<file path="src/rtl/rv_pkg.sv">
// rv_pkg: shared core types for the register-file writeback path.
package rv_pkg;
  localparam int XLEN = 32;
  typedef enum logic {ST_PRI0 = 1'b0, ST_FORCE1 = 1'b1} wa_state_e;
endpackage

</file>
<file path="src/rtl/rv_rf_wr_arbiter.sv">
// rv_rf_wr_arbiter: two-port register-file writeback arbiter, port 0 priority with a starvation guard for port 1.
module rv_rf_wr_arbiter
  import rv_pkg::*;
#(
  parameter int MAX_WAIT = 4
) (
  input  logic            i_wa_clk,
  input  logic            i_wa_rst,
  input  logic            i_wa_vld0,
  input  logic [4:0]      i_wa_addr0,
  input  logic [XLEN-1:0] i_wa_data0,
  output logic            o_wa_rdy0,
  input  logic            i_wa_vld1,
  input  logic [4:0]      i_wa_addr1,
  input  logic [XLEN-1:0] i_wa_data1,
  output logic            o_wa_rdy1,
  output logic            o_wa_rf_wen,
  output logic [4:0]      o_wa_rf_waddr,
  output logic [XLEN-1:0] o_wa_rf_wdata,
  output logic            o_wa_starve
);
  wa_state_e       state_q, state_d;
  logic [3:0]      wait_q, wait_d;
  logic            wen_q;
  logic [4:0]      waddr_q;
  logic [XLEN-1:0] wdata_q;
  logic            xfer0, xfer1, blk1, wr0, wr1;
  assign xfer0 = i_wa_vld0 & o_wa_rdy0;
  assign xfer1 = i_wa_vld1 & o_wa_rdy1;
  assign blk1  = i_wa_vld1 & ~o_wa_rdy1;
  // x0 transfers still handshake but never reach the register file
  assign wr0   = xfer0 & (i_wa_addr0 != 5'd0);
  assign wr1   = xfer1 & (i_wa_addr1 != 5'd0);
  always_ff @(posedge i_wa_clk) begin
    if (i_wa_rst) begin
      state_q <= ST_PRI0;
      wait_q  <= '0;
    end else begin
      state_q <= state_d;
      wait_q  <= wait_d;
    end
  end
  always_comb begin
    state_d = (state_q == ST_PRI0)
            ? ((blk1 && wait_q == 4'(MAX_WAIT - 1)) ? ST_FORCE1 : ST_PRI0)
            : ((xfer1 || !i_wa_vld1) ? ST_PRI0 : ST_FORCE1);
    wait_d  = (!i_wa_vld1 || xfer1) ? 4'd0
            : (wait_q == 4'(MAX_WAIT)) ? wait_q : wait_q + 4'd1;
  end
  always_comb begin
    o_wa_rdy0   = state_q == ST_PRI0;
    o_wa_rdy1   = (state_q == ST_FORCE1) || !i_wa_vld0;
    o_wa_starve = state_q == ST_FORCE1;
  end
  always_ff @(posedge i_wa_clk) begin
    if (i_wa_rst) begin
      wen_q   <= 1'b0;
      waddr_q <= '0;
      wdata_q <= '0;
    end else begin
      wen_q <= wr0 | wr1;
      if (wr0 | wr1) begin
        waddr_q <= wr0 ? i_wa_addr0 : i_wa_addr1;
        wdata_q <= wr0 ? i_wa_data0 : i_wa_data1;
      end
    end
  end
  assign o_wa_rf_wen   = wen_q;
  assign o_wa_rf_waddr = waddr_q;
  assign o_wa_rf_wdata = wdata_q;
endmodule

</file>
<file path="config.mk">
export PLATFORM = sky130hd
export DESIGN_NAME = rv_rf_wr_arbiter
export DESIGN_NICKNAME = d
export VERILOG_FILES = /design/src/rtl/rv_pkg.sv /design/src/rtl/rv_rf_wr_arbiter.sv
export SDC_FILE = /design/constraint.sdc
export NUM_CORES = 1
export LEC_CHECK = 0
export CORE_AREA = 2 2 75 77
export DETAILED_ROUTE_END_ITERATION = 8
export DIE_AREA = 0 0 77 79
export GPL_TIMING_DRIVEN = 0
export PLACE_DENSITY = 0.83
export SYNTH_ARGS = -nofsm -noshare
export SYNTH_HDL_FRONTEND = slang
export SYNTH_SLANG_ARGS = --single-unit
</file>
<file path="constraint.sdc">
create_clock -name i_wa_clk -period 1.9 [get_ports i_wa_clk]
set_input_delay 0.38 -clock i_wa_clk [delete_from_list [all_inputs] [get_ports i_wa_clk]]
set_output_delay 0.38 -clock i_wa_clk [all_outputs]
set_load 0.05 [all_outputs]
</file>
Word level (Yosys, flattened, before mapping)

Index checks and enable logic that the tools add are counted.

Eq/ne operators: 2
$add $sub $neg: 1
Reductions and logical operators: 8
Muxes and demuxes: 5
Bitwise logic cells: 8

Operators by type and width:

| cell                  | number |
|---|---|
| $mux W32              | 1 |
| $reduce_bool A5 Y1    | 2 |
| $and A1 B1 Y1         | 5 |
| $mux W5               | 1 |
| $add A4 B1 Y4 const B | 1 |
| $eq A4 B2 Y1 const B  | 1 |
| $eq A4 B3 Y1 const B  | 1 |
| $mux W1               | 3 |
| $logic_not A1 Y1      | 2 |
| $logic_or A1 B1 Y1    | 2 |
| $not A1 Y1            | 2 |
| $reduce_or A2 Y1      | 1 |
| $logic_and A1 B1 Y1   | 1 |
| $or A1 B1 Y1          | 1 |

Output and inout port bits: 41
Input bits: 78
Logic and storage cells: 29
Register bits: 43

Depth between registers and ports, before layout

Depth after elaboration: 7
Gate-level depth with buffers: 6

Least setup slack after synthesis

No wires, ideal clock.

Path kind: register to register
Start: reg state_q (netlist: o_wa_starve)
End: reg wdata_q[0] (netlist: o_wa_rf_wdata[0])
Buffers on the path: 2
Cell stages (with the launch flop): 7
Required time: 1.781 ns
Slack: -0.252 ns
Arrival time: 2.033 ns
Cells stage by stage: dfxtp_1 > nor2b_1 > inv_1 > o211ai_2 > buf_4 > buf_2 > o221a_2

Longest elaborated chain between the ends: 4

Ends and longest elaborated chain:

| what                   | line                   | text |
|---|---|---|
| start, declared        | rv_rf_wr_arbiter.sv:22 | `wa_state_e state_q, state_d;` |
| start signal, assigned | rv_rf_wr_arbiter.sv:39 | `state_q <= state_d;` |
| $logic_or A1 B1 Y1     | rv_rf_wr_arbiter.sv:52 | `o_wa_rdy1 = (state_q == ST_FORCE1) \|\| !i_wa_vld0;` |
| via o_wa_rdy1          | rv_rf_wr_arbiter.sv:16 | `output logic o_wa_rdy1,` |
| $and A1 B1 Y1          | rv_rf_wr_arbiter.sv:29 | `assign xfer1 = i_wa_vld1 & o_wa_rdy1;` |
| $and A1 B1 Y1          | rv_rf_wr_arbiter.sv:33 | `assign wr1 = xfer1 & (i_wa_addr1 != 5'd0);` |
| $or A1 B1 Y1           | rv_rf_wr_arbiter.sv:62 | `if (wr0 \| wr1) begin` |
| end signal, assigned   | rv_rf_wr_arbiter.sv:64 | `wdata_q <= wr0 ? i_wa_data0 : i_wa_data1;` |
| end, declared          | rv_rf_wr_arbiter.sv:26 | `logic [XLEN-1:0] wdata_q;` |

The timed path passes the listed nets, and every way through them passes these cells.
A chain may end at the register's enable or synchronous reset.

Worst setup path in the final report

Start: reg state_q (netlist: o_wa_starve)
End: out o_wa_starve

RTL lines:

| what          | line                   | text |
|---|---|---|
| end, declared | rv_rf_wr_arbiter.sv:20 | `output logic o_wa_starve` |

No word-level cell between the ends.

==> metrics.md <==
| Metric | Value |
|---|---|
| Mapped Nets | `about 280` |
| Clock sinks | `43` |
| Worst Path Max Fanout | `3` |
| DRC | `0` |
| CP max stage delay | `0.81 ns` |
| Core area | `approximately 5300 sq um` |
| Crit share post-route | `97.2%` |
| Total CTS buffers | `5` |
| Hold_buf cts | `0` |
| Cells taking the most area after synthesis | `dfxtp_1 45%, o221a_2 16%, a21oi_1 8.9%` |
| Post-synth EDFFs | `0` |
| Psw | `about 770 uW` |
| Syn avg cell area | `between 9 and 10 sq um` |
| Multi-input combinational cell area | `882 sq um` |
| Area share of the largest cell type after synthesis | `about 45%` |
| Worst-margin pin slew | `~0.53 ns` |
| FP Rows | `27` |
| Sequential element share of the synthesized area | `roughly 45%` |
| Die Y | `between 70 and 80 um` |
| Final Wtd Congestion | `approximately 0.73` |
| Clock Path Buffers | `2` |
| DR vias | `between 1500 and 2000` |
| Final Setup Violations | `0` |
| Post-detail-place hpwl | `between 4 and 5 mm` |
| Slew margin rel. | `approximately 64%` |
| Initial antenna violation count | `0` |
| Vias in the first global route | `~1900` |
| Max layer used | `met4` |
| Area Growth Syn to Fin | `79.4%` |
| First-pass GRT wire length | `around 10 mm` |
| Clock Latency Late Sink | `between 0.2 and 0.3 ns` |
| Initial Utilization | `a little over a third` |
| DR pass1 iterations | `4` |
| Register area | `around 860 sq um` |
| Placed Area | `roughly 3200 sq um` |
| Setup TNS | `0 ns` |
| Status | `finished, final reports clean` |
| Post-Syn Area | `around 1900 sq um` |
| Final wirelength | `6.19 mm` |
| Netlist cell types | `30` |
| CTS tree | `built` |
| N_diodes | `0` |
| Ys Warns | `0` |
| Top Ports | `approximately 120` |
| DIE WIDTH | `between 70 and 80 um` |
| Buffer and inverter count on the worst path | `1` |
| Min-delay worst type | `in2reg` |
| Peak supply drop | `roughly 0.36 mV` |
| Routed WL per cell | `roughly 15 um` |
| Power per Cell Area | `698 nW/um^2` |
| Seq cells post-synth | `43` |
| Leak pwr | `between 0.001 and 0.0015 uW` |
| Crit end category | `output port` |
| Cell Int Power | `approximately 1600 uW` |
| Finished Layout Cells | `slightly above 400` |
| Number of nets in the layout | `about 410` |
| Async SR Flop Fraction | `0%` |
| RSZ-0062 raised after global routing | `no` |
| Final Hold Fails | `0` |
| Fin area | `3440 sq um` |
| Drt initial violations | `around 70` |
| Ys flop type | `dfxtp_1` |
| Max capacitance violation total | `0` |
| Placed insts | `just under 400` |
| Syn Inst Count | `between 150 and 200` |
| Share of post-route cells with drive strength above 1 | `around a quarter` |
| Fmax | `approximately 540 MHz` |
| Clock share of power | `roughly 25%` |
| Critical path's top delay family | `buffers and inverters` |
| Final setup skew | `between 0.0015 and 0.002 ns` |
| DR vias/cell | `approximately 5.0` |
| Crit path cell chain | `clkdlybuf4s50_1` |
| Die area | `6080 sq um` |
| Fin crit period | `between 1.5 and 2 ns` |
| DRT antenna net count | `0` |
| WL met2 | `about 2.9 mm` |
| I/O Buffers | `118` |
| Switching Share | `approximately 32%` |
| Largest net degree at the start of global routing | `13` |
| Flop pwr share | `between 40% and 50%` |
| Clk slew on worst S/H paths | `about 0.08 ns` |
| WS Path Type | `reg2out` |
| Most common cell in the netlist | `dfxtp_1` |
| Synth top cells by count | `43 x dfxtp_1, 37 x inv_1, 34 x a21oi_1` |
| Total congestion overflow | `0` |
| GRT Overall Usage | `between 10% and 20%` |
| DRT met1 WL | `roughly 2.9 mm` |
| Critical Path Slowest Stage Cell | `clkdlybuf4s50_1` |
| CTS H-tree lvls | `2` |
| Startpoint Class | `flop` |
| Worst path arrival time | `roughly 1.5 ns` |
| Gate power share | `roughly 33%` |
| Largest area contributor in the netlist | `dfxtp_1` |
| CTS root buf | `clkbuf_8` |
| Met3 wire length | `around 340 um` |
| Final Max Slew Viols | `0` |
| Number of fill cells | `between 400 and 500` |
| CP required | `1.52 ns` |
==> sequential cells by signal, summed over array words and instances, names as in the netlist <==
| register | cells |
|---|---|
| o_wa_starve | 1 |
| o_wa_rf_wdata | 32 |
| o_wa_rf_waddr | 5 |
| o_wa_rf_wen | 1 |
| wait_q | 4 |
==> power groups by stage <==
| stage | clock network (uW) | registers [uW] | logic [uW] |
|---|---|---|---|
| after floorplan | 0 | 1250 | 185 |
| after global routing | 656 | 1010 | 832 |
| after global placement | 0 | 1020 | 747 |
| after detailed placement | 0 | 1020 | 752 |
| final | 598 | 1010 | 795 |
| after CTS | 607 | 1010 | 787 |
==> cells in the final DEF (no fill, tap or decap), types with 2 or more instances in the layout <==
cell type and instances:
clkdlybuf4s50_1 109, inv_1 36, buf_4 5, ha_1 2, o221a_1 6, dlymetal6s2s_1 2, nor2_1 8, or4_4 2
buf_6 8, a21oi_2 15, buf_2 6, a21oi_1 19, a221oi_1 4, dlygate4sd2_1 6, buf_8 3, o221a_2 27
clkbuf_8 6, nor3_1 5, nand3_1 2, dfxtp_1 42, nand3b_1 2
==> routing by layer <==
| layer | vias to the layer above | track usage (%) |
|---|---|---|
| met2 | 71 | 32.6 |
| met3 | 4 | 4.89 |
| li1 | 986 | - |
| met1 | 937 | 26.1 |
| met4 | 0 | 3.57 |
| met5 | - | 0 |
==> cell families after synthesis <==
family | after synthesis | share of synthesized area [%]
flops | 43 | 44.9
buf+inv | 52 | 13.3
fa+ha+maj | 2 | 1.31
mux | 1 | 0.523
simple gates | 24 | 6.92
xor+xnor | 1 | 0.457
compound gates | 76 | 32.6
==> final timing paths <==
check	endpoint	start	slack (ns)	depth (start not counted)
max	o_wa_starve	o_wa_starve$_SDFF_PP0_	0.05	1
min	o_wa_rf_waddr[0]$_SDFFE_PP0P_	i_wa_addr0[0]	0.43	3
max reg2reg	o_wa_rf_wdata[3]$_SDFFE_PP0P_	o_wa_starve$_SDFF_PP0_	0.49	6
min reg2reg	o_wa_starve$_SDFF_PP0_	wait_q[3]$_SDFFE_PP0P_	0.49	1
==> area by class of cell <==
class | count | area share (%)
Sequential cell | 43 | 25.1
Tap cell | 72 | 2.62
Clock inverter | 1 | 0.146
Clock buffer | 6 | 2.40
Buffer | 15 | 4.11
Timing Repair Buffer | 125 | 35.9
Inverter | 37 | 4.04
Multi-Input combinational cell | 104 | 25.7
==> per-stage QoR <==
step	util, %	setup WS (ns)	power (uW)	hold WS, ns
floorplan	-	0.134	1440	0.444
global placement	59.7	-0.590	1770	0.466
detailed placement	59.7	-0.598	1780	0.476
CTS	63.5	0.0118	2400	0.489
global route	64.4	0.0104	2500	0.456
finish	64.4	0.0536	2400	0.434
==> timing repair <==
item | in CTS | in global routing
setup buffers | 3 | 0
setup endpoints to repair | 33 | 34
cloned | 4 | 0
pin swaps | 6 | 4
gates resized for setup | 31 | 17
No activity file was read; power rests on OpenSTA's default activity.
